### src/rtl/framebuffer_scan_reader_pkg.sv
// Shared definitions for the frame buffer scan reader: scan states,
// default geometry and read FIFO sizing.
package framebuffer_scan_reader_pkg;

  typedef enum logic [1:0] {
    ST_IDLE  = 2'd0,
    ST_READ  = 2'd1,
    ST_DRAIN = 2'd2,
    ST_DONE  = 2'd3
  } scan_state_t;

  localparam int DEF_WIDTH  = 160;
  localparam int DEF_HEIGHT = 120;
  localparam int DEF_AW     = 15;
  localparam int DEF_DW     = 8;

  localparam int FIFO_DEPTH = 4;

  // Counter width for a 0..n-1 range, never narrower than one bit.
  function automatic int cnt_width(input int n);
    return (n > 1) ? $clog2(n) : 1;
  endfunction

endpackage

### src/rtl/framebuffer_scan_reader_checker.sv
// Simulation assertions for the scan reader: FIFO never overflows and the
// pixel stream holds still while stalled.
module fb_scan_checker #(
  parameter int DW = 8
) (
  input logic          clk,
  input logic          rst,
  input logic [2:0]    fifo_count,
  input logic          push,
  input logic          pop,
  input logic          px_valid,
  input logic          px_ready,
  input logic [DW-1:0] px_data,
  input logic          px_eol,
  input logic          px_last
);

  a_no_overflow: assert property (@(posedge clk) disable iff (rst)
    push |-> (({1'b0, fifo_count} - {3'b000, pop}) < 4'd4));

  a_stall_stable: assert property (@(posedge clk) disable iff (rst)
    (px_valid && !px_ready) |=>
      (px_valid && $stable(px_data) && $stable(px_eol) && $stable(px_last)));

endmodule

### src/rtl/framebuffer_scan_reader_fb_read_fifo.sv
// Four-entry FIFO that absorbs the frame buffer read latency. The head entry
// is held in registers and reads as zero whenever the FIFO is empty.
module fb_read_fifo
  import framebuffer_scan_reader_pkg::*;
#(
  parameter int EW = 10
) (
  input  logic          clk,
  input  logic          rst,
  input  logic          push,
  input  logic [EW-1:0] push_data,
  input  logic          pop,
  output logic [2:0]    count,
  output logic          rd_valid,
  output logic [EW-1:0] rd_data
);

  logic [EW-1:0] mem_r [FIFO_DEPTH];
  logic [1:0]    wr_ptr_r;
  logic [1:0]    rd_ptr_r;
  logic [2:0]    count_r;
  logic          head_valid_r;
  logic [EW-1:0] head_data_r;

  logic          pop_ok_s;
  logic          push_ok_s;
  logic [2:0]    after_pop_s;
  logic [2:0]    count_nxt_s;
  logic          head_valid_nxt_s;
  logic [EW-1:0] head_nxt_s;

  // Next occupancy and next head entry; a push into an empty FIFO shows up
  // at the head on the following cycle.
  always_comb begin
    pop_ok_s         = pop & head_valid_r;
    after_pop_s      = count_r - {2'b00, pop_ok_s};
    push_ok_s        = push & (after_pop_s != 3'd4);
    count_nxt_s      = after_pop_s + {2'b00, push_ok_s};
    head_valid_nxt_s = (count_nxt_s != 3'd0);
    if (count_nxt_s == 3'd0) begin
      head_nxt_s = {EW{1'b0}};
    end else if (after_pop_s == 3'd0) begin
      head_nxt_s = push_data;
    end else begin
      head_nxt_s = mem_r[rd_ptr_r + {1'b0, pop_ok_s}];
    end
  end

  // Storage array, no reset needed since occupancy gates every read.
  always_ff @(posedge clk) begin
    if (push_ok_s) begin
      mem_r[wr_ptr_r] <= push_data;
    end
  end

  // Pointers, occupancy and registered head.
  always_ff @(posedge clk or posedge rst) begin
    if (rst) begin
      wr_ptr_r     <= 2'd0;
      rd_ptr_r     <= 2'd0;
      count_r      <= 3'd0;
      head_valid_r <= 1'b0;
      head_data_r  <= {EW{1'b0}};
    end else begin
      if (push_ok_s) begin
        wr_ptr_r <= wr_ptr_r + 2'd1;
      end
      if (pop_ok_s) begin
        rd_ptr_r <= rd_ptr_r + 2'd1;
      end
      count_r      <= count_nxt_s;
      head_valid_r <= head_valid_nxt_s;
      head_data_r  <= head_nxt_s;
    end
  end

  assign count    = count_r;
  assign rd_valid = head_valid_r;
  assign rd_data  = head_data_r;

endmodule

### src/rtl/framebuffer_scan_reader.sv
// Raster-order read master for the dual-port frame buffer; streams pixels
// downstream with end-of-line and end-of-frame flags.
module framebuffer_scan_reader
  import framebuffer_scan_reader_pkg::*;
#(
  parameter int AW     = DEF_AW,
  parameter int DW     = DEF_DW,
  parameter int WIDTH  = DEF_WIDTH,
  parameter int HEIGHT = DEF_HEIGHT,
  parameter int BASE   = 0
) (
  input  logic          clk,
  input  logic          rst,
  input  logic          start,
  output logic          busy,
  output logic          done,
  output logic [AW-1:0] addr_out,
  output logic          regread,
  input  logic [DW-1:0] data_in,
  output logic [DW-1:0] px_data,
  output logic          px_valid,
  input  logic          px_ready,
  output logic          px_eol,
  output logic          px_last
);

  localparam int XW = cnt_width(WIDTH);
  localparam int YW = cnt_width(HEIGHT);
  localparam logic [XW-1:0] X_LAST = XW'(WIDTH - 1);
  localparam logic [YW-1:0] Y_LAST = YW'(HEIGHT - 1);

  if (longint'(BASE) + longint'(WIDTH) * longint'(HEIGHT) > (longint'(1) << AW))
  begin : g_bad_geometry
    $fatal(1, "framebuffer_scan_reader: image does not fit the address space");
  end

  scan_state_t   state_r;
  logic          busy_r;
  logic          done_r;
  logic          regread_r;
  logic [AW-1:0] addr_out_r;
  logic [AW-1:0] nxt_addr_r;
  logic [XW-1:0] x_r;
  logic [YW-1:0] y_r;
  logic          iss_eol_r;
  logic          iss_last_r;
  logic          cap_r;
  logic          cap_eol_r;
  logic          cap_last_r;

  logic [2:0]    fifo_count_s;
  logic          fifo_valid_s;
  logic [DW+1:0] fifo_head_s;
  logic          pop_s;
  logic [3:0]    reserved_s;
  logic          issue_s;
  logic          at_eol_s;
  logic          at_last_s;

  // Reads are issued only while FIFO entries plus reads still in flight,
  // after this cycle's pop, leave room for one more.
  always_comb begin
    pop_s      = fifo_valid_s & px_ready;
    reserved_s = {1'b0, fifo_count_s} + {3'b000, cap_r} + {3'b000, regread_r}
               - {3'b000, pop_s};
    at_eol_s   = (x_r == X_LAST);
    at_last_s  = at_eol_s && (y_r == Y_LAST);
    if ((state_r == ST_READ) && (reserved_s < 4'd4)) begin
      issue_s = 1'b1;
    end else begin
      issue_s = 1'b0;
    end
  end

  // Scan FSM, read issue, pixel position and capture pipeline.
  always_ff @(posedge clk or posedge rst) begin
    if (rst) begin
      state_r    <= ST_IDLE;
      busy_r     <= 1'b0;
      done_r     <= 1'b0;
      regread_r  <= 1'b0;
      addr_out_r <= {AW{1'b0}};
      nxt_addr_r <= {AW{1'b0}};
      x_r        <= {XW{1'b0}};
      y_r        <= {YW{1'b0}};
      iss_eol_r  <= 1'b0;
      iss_last_r <= 1'b0;
      cap_r      <= 1'b0;
      cap_eol_r  <= 1'b0;
      cap_last_r <= 1'b0;
    end else begin
      regread_r  <= issue_s;
      iss_eol_r  <= issue_s & at_eol_s;
      iss_last_r <= issue_s & at_last_s;
      cap_r      <= regread_r;
      cap_eol_r  <= iss_eol_r;
      cap_last_r <= iss_last_r;
      if (issue_s) begin
        addr_out_r <= nxt_addr_r;
        nxt_addr_r <= nxt_addr_r + AW'(1);
        if (at_eol_s) begin
          x_r <= {XW{1'b0}};
          y_r <= at_last_s ? {YW{1'b0}} : (y_r + YW'(1));
        end else begin
          x_r <= x_r + XW'(1);
        end
      end
      case (state_r)
        ST_IDLE: begin
          done_r <= 1'b0;
          if (start) begin
            state_r    <= ST_READ;
            busy_r     <= 1'b1;
            nxt_addr_r <= AW'(BASE);
            x_r        <= {XW{1'b0}};
            y_r        <= {YW{1'b0}};
          end
        end
        ST_READ: begin
          if (issue_s && at_last_s) begin
            state_r <= ST_DRAIN;
          end
        end
        ST_DRAIN: begin
          if (pop_s && fifo_head_s[DW+1]) begin
            state_r <= ST_DONE;
            done_r  <= 1'b1;
          end
        end
        ST_DONE: begin
          state_r <= ST_IDLE;
          busy_r  <= 1'b0;
          done_r  <= 1'b0;
        end
        default: begin
          state_r <= ST_IDLE;
          busy_r  <= 1'b0;
          done_r  <= 1'b0;
        end
      endcase
    end
  end

  fb_read_fifo #(.EW(DW + 2)) u_fifo (
    .clk       (clk),
    .rst       (rst),
    .push      (cap_r),
    .push_data ({cap_last_r, cap_eol_r, data_in}),
    .pop       (pop_s),
    .count     (fifo_count_s),
    .rd_valid  (fifo_valid_s),
    .rd_data   (fifo_head_s)
  );

  fb_scan_checker #(.DW(DW)) u_chk (
    .clk        (clk),
    .rst        (rst),
    .fifo_count (fifo_count_s),
    .push       (cap_r),
    .pop        (pop_s),
    .px_valid   (fifo_valid_s),
    .px_ready   (px_ready),
    .px_data    (fifo_head_s[DW-1:0]),
    .px_eol     (fifo_head_s[DW]),
    .px_last    (fifo_head_s[DW+1])
  );

  assign busy     = busy_r;
  assign done     = done_r;
  assign regread  = regread_r;
  assign addr_out = addr_out_r;
  assign px_valid = fifo_valid_s;
  assign px_data  = fifo_head_s[DW-1:0];
  assign px_eol   = fifo_head_s[DW];
  assign px_last  = fifo_head_s[DW+1];

endmodule

### config.mk
export PLATFORM = sky130hd
export DESIGN_NAME = framebuffer_scan_reader
export DESIGN_NICKNAME = d
export VERILOG_FILES = /design/src/rtl/framebuffer_scan_reader_pkg.sv /design/src/rtl/framebuffer_scan_reader_checker.sv /design/src/rtl/framebuffer_scan_reader_fb_read_fifo.sv /design/src/rtl/framebuffer_scan_reader.sv
export SDC_FILE = /design/constraint.sdc
export NUM_CORES = 1
export LEC_CHECK = 0
export BUFFER_PORTS_ARGS = -buffer_cell sky130_fd_sc_hd__buf_2
export CORE_AREA = 2 2 109 111
export CTS_BUF_LIST = sky130_fd_sc_hd__clkbuf_8
export CTS_CLUSTER_SIZE = 25
export DETAILED_ROUTE_END_ITERATION = 10
export DIE_AREA = 0 0 111 113
export SLEW_MARGIN = 5
export SYNTH_ARGS = -nofsm -noshare
export SYNTH_HDL_FRONTEND = slang
export SYNTH_SLANG_ARGS = --single-unit
### constraint.sdc
create_clock -name clk -period 3.9 [get_ports clk]
set_input_delay 0.195 -clock clk [delete_from_list [all_inputs] [get_ports clk]]
set_output_delay 0.195 -clock clk [all_outputs]
set_load 0.02 [all_outputs]
---- After elaboration in Yosys (flattened, before gate mapping) ----
Memory sizes are Yosys's and may differ from the RTL's.
Index checks and enable logic that the tools add are counted.
storage, ports and cells
  register bits ........................... 73
  RAM bits ................................ 40
  input port bits ......................... 12
  logic and storage cells ................. 84
  memories ................................ 1
memories
  memory        words  bits a word  rd ports  clocked after Yosys merged registers in  wr ports  RTL line                                    source
  u_fifo.mem_r  4      10           1         0                                        1         framebuffer_scan_reader_fb_read_fifo.sv:18  logic [EW-1:0] mem_r [FIFO_DEPTH];
cells by class
  add/sub/neg operators ................... 11
  order comparisons ....................... 1
  eq/ne operators ......................... 9
  multiplexer cells ....................... 25
  bitwise operators ....................... 5
  reductions and logical operators ........ 14
operators with widths
  cell                                                                          number
  15-bit 2-to-1 mux                                                             3
  7-bit 2-to-1 mux                                                              5
  8-bit 2-to-1 mux                                                              4
  10-bit 2-to-1 mux                                                             2
  15-bit by 1-bit adder with 15-bit output, second input constant               1
  8-bit by 1-bit adder with 8-bit output, second input constant                 1
  8-bit equality test, second input constant                                    1
  2-bit case mux with 4 select lines                                            1
  7-bit by 1-bit adder with 7-bit output, second input constant                 1
  7-bit equality test, second input constant                                    1
  3-bit logical NOT                                                             2
  2-bit 2-to-1 mux                                                              3
  1-bit AND                                                                     5
  1-bit 2-to-1 mux                                                              5
  2-bit by 1-bit adder with 2-bit output, second input constant                 2
  3-bit by 1-bit adder with 4-bit output                                        1
  4-bit by 1-bit adder with 4-bit output                                        1
  2-bit equality test, second input constant                                    2
  1-bit logical AND                                                             4
  4-bit by 3-bit less-than comparator with 1-bit output, second input constant  1
  2-bit inequality test, second input constant                                  2
  1-bit case mux with 2 select lines                                            2
  2-bit AND reduction                                                           2
  2-bit nonzero test                                                            2
  other kinds (11)                                                              11

---- Logic depth before layout (Yosys ltp) ----
  depth in word-level cells ............... 9
  depth in mapped cells ................... 13
  depth with buffers taken out ............ 12

---- By module ----
From an unflattened synthesis, not the netlist that was laid out.
unflattened totals
  cell total of the unflattened synthesis .. 466
  area total of the unflattened synthesis .. 5310.1 um^2
modules (own cells, without submodules)
  module                   times used  cells each  area an instance (um^2)  sequential area each (um^2)
  framebuffer_scan_reader  1           253         2665.1                   1376.3
  fb_read_fifo             1           213         2645.0                   1651.6

---- Worst setup path after synthesis ----
Ideal clock, no wire load.
  path type ............................... register -> register
  start point ............................. reg u_fifo.head_valid_r, in the netlist u_fifo.rd_valid
  end point ............................... reg u_fifo.head_data_r[8], in the netlist u_fifo.rd_data[8]
  library setup time ...................... 0.068 ns
  arrival time ............................ 2.872 ns
  data required time ...................... 3.832 ns
  slack ................................... 0.960 ns
  cell stages (with the launch flop) ...... 13
  path buffers ............................ 0
  period minus slack after synthesis ...... 2.940 ns
  cells stage by stage .................... dfrtp_1 -> and2_1 -> ha_1 -> ha_1 -> xnor2_1 -> nor2_1 -> nor2_1 -> ha_1 -> ha_1 -> xnor2_1 -> nor3_1 -> a31oi_1 -> a22o_1
between the ends
  cells in the longest elaborated chain, start to end .. 8
RTL lines
  element                                        RTL line                                    source
  start, declared                                framebuffer_scan_reader_fb_read_fifo.sv:22  logic head_valid_r;
  start signal, assigned                         framebuffer_scan_reader_fb_read_fifo.sv:72  head_valid_r <= head_valid_nxt_s;
  1-bit AND                                      framebuffer_scan_reader.sv:63               pop_s = fifo_valid_s & px_ready;
  1-bit AND *                                    framebuffer_scan_reader_fb_read_fifo.sv:35  pop_ok_s = pop & head_valid_r;
  net u_fifo.pop_ok_s                            framebuffer_scan_reader_fb_read_fifo.sv:25  logic pop_ok_s;
  3-bit by 1-bit subtractor with 3-bit output *  framebuffer_scan_reader_fb_read_fifo.sv:36  after_pop_s = count_r - {2'b00, pop_ok_s};
  3-bit inequality test *                        framebuffer_scan_reader_fb_read_fifo.sv:37  push_ok_s = push & (after_pop_s != 3'd4);
  1-bit AND *                                    framebuffer_scan_reader_fb_read_fifo.sv:37
  net u_fifo.push_ok_s                           framebuffer_scan_reader_fb_read_fifo.sv:26  logic push_ok_s;
  3-bit by 1-bit adder with 3-bit output *       framebuffer_scan_reader_fb_read_fifo.sv:38  count_nxt_s = after_pop_s + {2'b00, push_ok_s};
  net u_fifo.count_nxt_s[2]                      framebuffer_scan_reader_fb_read_fifo.sv:28  logic [2:0] count_nxt_s;
  3-bit logical NOT *                            framebuffer_scan_reader_fb_read_fifo.sv:40  if (count_nxt_s == 3'd0) begin
  10-bit 2-to-1 mux *                            framebuffer_scan_reader_fb_read_fifo.sv:40
  net u_fifo.head_nxt_s[8]                       framebuffer_scan_reader_fb_read_fifo.sv:30  logic [EW-1:0] head_nxt_s;
  end signal, assigned                           framebuffer_scan_reader_fb_read_fifo.sv:63  head_data_r <= {EW{1'b0}};
  end signal, assigned                           framebuffer_scan_reader_fb_read_fifo.sv:73  head_data_r <= head_nxt_s;
  end, declared                                  framebuffer_scan_reader_fb_read_fifo.sv:23  logic [EW-1:0] head_data_r;
The timed path passes the listed nets; every way through them passes the cells marked *.
A chain may end at the register's enable or synchronous reset.

---- Worst setup path in the final report ----
  start point ............................. reg u_fifo.head_valid_r, in the netlist u_fifo.rd_valid
  end point ............................... reg u_fifo.head_data_r[7], in the netlist u_fifo.rd_data[7]
The elaborated chain is that of the path after synthesis.

==> results.py <==
metrics = {
    "clocking": {
        "cts-htree-levels": 4,
        "cts_buffers": 17,
        "post-cts-setup-buffers": 0,
        "clk_latency_ns": 0.43,
        "cts_resized": 0,
        "cts.sinks": 113,
        "cts_root_buffer": "clkbuf_8",
        "cts_tree": "yes",
        "cts_hold_buf": 9,
        "cts_buffer_depth": 2,
        "clk_pin_slew_ns": 0.07,
    },
    "final_layout": {
        "fill_cells": 974,
        "areaGrowthSynthToFinish_pct": 17.4,
        "diodes": 0,
        "nets": 495,
        "multiInputGateArea_sq_um": 1800,
        "final_cell_count_no_fill": 619,
        "layout-drive-gt1-share": 0.208,
        "fin_util": 0.517,
        "final-seq-area_sq_um": 3030,
    },
    "worst_hold_path": {
        "worstHoldPathCells": 4,
        "min_path_type": "in2reg",
    },
    "timing": {
        "worst_pin_slew_ns": 1.09,
        "setup_tns_ns": 0,
        "fin_crit_ns": 3.22,
        "fmax_ghz": 0.310,
        "period_share": 0.827,
        "rsz0062_at_grt": "no",
        "hold_viol_final": 0,
        "clock-skew-final_ns": 0.00857,
        "maxSlewViolCount": 0,
        "slew_headroom": 0.268,
        "setup_viol": 0,
    },
    "route": {
        "via_count": 3288,
        "drtPass1Iterations": 5,
        "drtIter0Drc": 231,
        "wl_um": 9850,
        "wl_per_cell_um": 15.9,
        "route.detailed.drc": 0,
        "ant_nets": 0,
        "avgViaCountPerCell": 5.31,
    },
    "placement": {
        "place_inst": 578,
        "port_buffers": 40,
        "gp_congestion": 0.781,
        "dpl.hpwl_um": 6360,
    },
    "floorplan": {
        "num_rows": 39,
        "die_y_um": 113,
        "start_util": 0.441,
        "ios": 41,
        "die_w_um": 111,
        "core_area_sq_um": 11300,
        "die_area_sq_um": 12500,
    },
    "synth": {
        "ys.warnings.count": 0,
        "synth-edff-count": 40,
        "synthDistinctLibCells": 50,
        "synth_cells": 402,
        "syn_avg_cell_area_sq_um": 12.4,
        "synth_nets": 434,
        "seq_area_frac_synth": 0.610,
        "synth_seq_cells": 113,
        "synthArstFlopShare": 0.646,
        "syn_area_sq_um": 4970,
        "ys.flop_type": "dfrtp_1",
    },
    "outcome": {
        "status": "complete, no violations",
    },
    "pwr": {
        "p_leak_nw": 2.58,
        "power_density_nw_per_um2": 747,
        "total_power_mw": 4.36,
        "ir_worst_vdd_mv": 0.307,
    },
    "global_route": {
        "grt_pass1_vias": 3193,
        "antenna_found_initial": 0,
        "grt_pass1_wl_um": 16600,
        "overflow": 0,
        "grt_start_max_net_pins": 46,
        "grtUsageTotal": 0.171,
    },
    "critical_path": {
        "criticalPathCategory": "reg2reg",
        "path_buf_inv": 1,
        "end_kind": "flip-flop",
        "cp.arrival_ns": 3.55,
        "cp_max_fo": 10,
        "critical-path-max-stage-delay_ns": 0.39,
        "worstPathCellList": "and2_1 -> ha_1 -> ha_1 -> xnor2_1 -> nor2_1 -> nor2_1 -> ha_1 -> ha_1 -> nor3_1 -> nor3b_2 -> buf_4 -> a22o_1",
        "critPathTopFamily": "simple AND/OR/NAND/NOR gates",
        "reg2regPathDepth": 12,
        "cp_slowest_cell": "dfrtp_1",
        "worstPathRequired_ns": 4.22,
        "worstSetupStartpointType": "flip-flop",
        "cp.depth": 12,
        "crit_top_cell": "ha_1",
    },
    "flow_run": {
        "drv_cap": 0,
    },
}
[synthesized netlist by cell type, drive strengths merged, types with 5 or more instances]
| library cell | number | area [sq um] |
|---|---|---|
| buf | 5 | 22.5 |
| xnor2 | 5 | 43.8 |
| nand2 | 69 | 259 |
| inv | 21 | 78.8 |
| o21ai | 14 | 73.8 |
| edfxtp | 40 | 1200 |
| a22o | 11 | 96.3 |
| xor2 | 9 | 78.8 |
| nand4 | 5 | 46.3 |
| ha | 20 | 250 |
| nor2 | 17 | 63.8 |
| clkbuf | 7 | 26.3 |
| a21oi | 18 | 90.1 |
| dfrtp | 73 | 1830 |
| nor3 | 5 | 25.0 |
| o211ai | 7 | 52.6 |
| or3 | 5 | 31.3 |
| nand3 | 12 | 60.1 |
| mux4 | 10 | 225 |
| and2 | 9 | 56.3 |
| or4 | 7 | 53.8 |
[layer usage]
metal | wire, um | GRT usage
met1 | 4660 | 0.241
met2 | 4740 | 0.257
met3 | 390 | 0.0498
met4 | 60 | 0.0550
met5 | 0 | 0
[cell families (layout without fill, tap and decap cells)]
kind of cell               count (synthesis)  count (layout)  share of synthesized area
adders and majority gates                 20              20                     0.0504
buffers and inverters                     34             108                     0.0277
xor gates and xnor gates                  14              14                     0.0247
DFF                                      113             113                      0.610
muxes                                     12              12                     0.0499
AOI/OAI and AO/OA                         69              69                     0.0950
and+or+nand+nor                          140             140                      0.143
[worst reg2reg max path: stages, from the launching register on]
cell     delay [ns]
dfrtp_1        0.39
and2_1         0.18
ha_1           0.18
ha_1           0.18
xnor2_1        0.33
nor2_1         0.10
nor2_1         0.36
ha_1           0.23
ha_1           0.24
nor3_1         0.38
nor3b_2        0.09
buf_4          0.19
a22o_1         0.25
[flip-flops by register name, summed over array words and instances, names as in the netlist]
signal	cells
cap_eol_r	1
u_fifo.rd_valid	1
iss_eol_r	1
u_fifo.mem_r	40
regread	1
addr_out	15
y_r	7
cap_r	1
iss_last_r	1
u_fifo.rd_data	10
nxt_addr_r	15
x_r	8
u_fifo.rd_ptr_r	2
u_fifo.wr_ptr_r	2
done	1
state_r	2
u_fifo.count	3
cap_last_r	1
busy	1
[final timing paths]
check / start / end / slack (ns)
max reg2reg: u_fifo.rd_valid / u_fifo.rd_data[7] / 0.68
min in group asynchronous: rst / addr_out[1] / 0.45
max in group asynchronous: rst / nxt_addr_r[1] / 2.42
min: start / busy / 0.08
min reg2reg: iss_eol_r / cap_eol_r / 0.35
max: u_fifo.rd_valid / u_fifo.rd_data[7] / 0.68
[where the power goes]
part / total [mW] / internal, mW / switching [mW]
Sequential: 1.64 / 1.49 / 0.151
Clock: 1.13 / 0.654 / 0.474
Combinational: 1.59 / 0.607 / 0.981
Total: 4.36 / 2.75 / 1.61
[stage by stage]
stage	hold slack, ns	area (sq um)	setup WS (ns)
floorplan	0.294	4970	0.960
global placement	0.334	5340	0.890
detailed placement	0.338	5340	0.685
CTS	0.0628	5830	0.669
global route	0.136	5830	0.447
finish	0.0825	5830	0.677
[layout by cell type (no fill, tap or decap), types with 10 or more instances in the layout]
cell type | synthesis | final
inv_1 | 21 | 23
mux4_2 | 10 | 10
nand2_1 | 69 | 69
a21oi_1 | 18 | 18
a22o_1 | 11 | 11
ha_1 | 20 | 20
nand3_1 | 12 | 12
dfrtp_1 | 73 | 73
clkbuf_8 | 0 | 19
o21ai_0 | 13 | 13
nor2_1 | 17 | 16
buf_2 | 3 | 40
edfxtp_1 | 40 | 40
[area by class of cell]
type	instances	share of cell area
Clock buffer	19	0.0448
Clock inverter	13	0.0251
Inverter	21	0.0135
Multi-Input combinational cell	255	0.309
Sequential cell	113	0.519
Tap cell	143	0.0307
Timing Repair Buffer	55	0.0575
(Power assumes the default switching activity.)
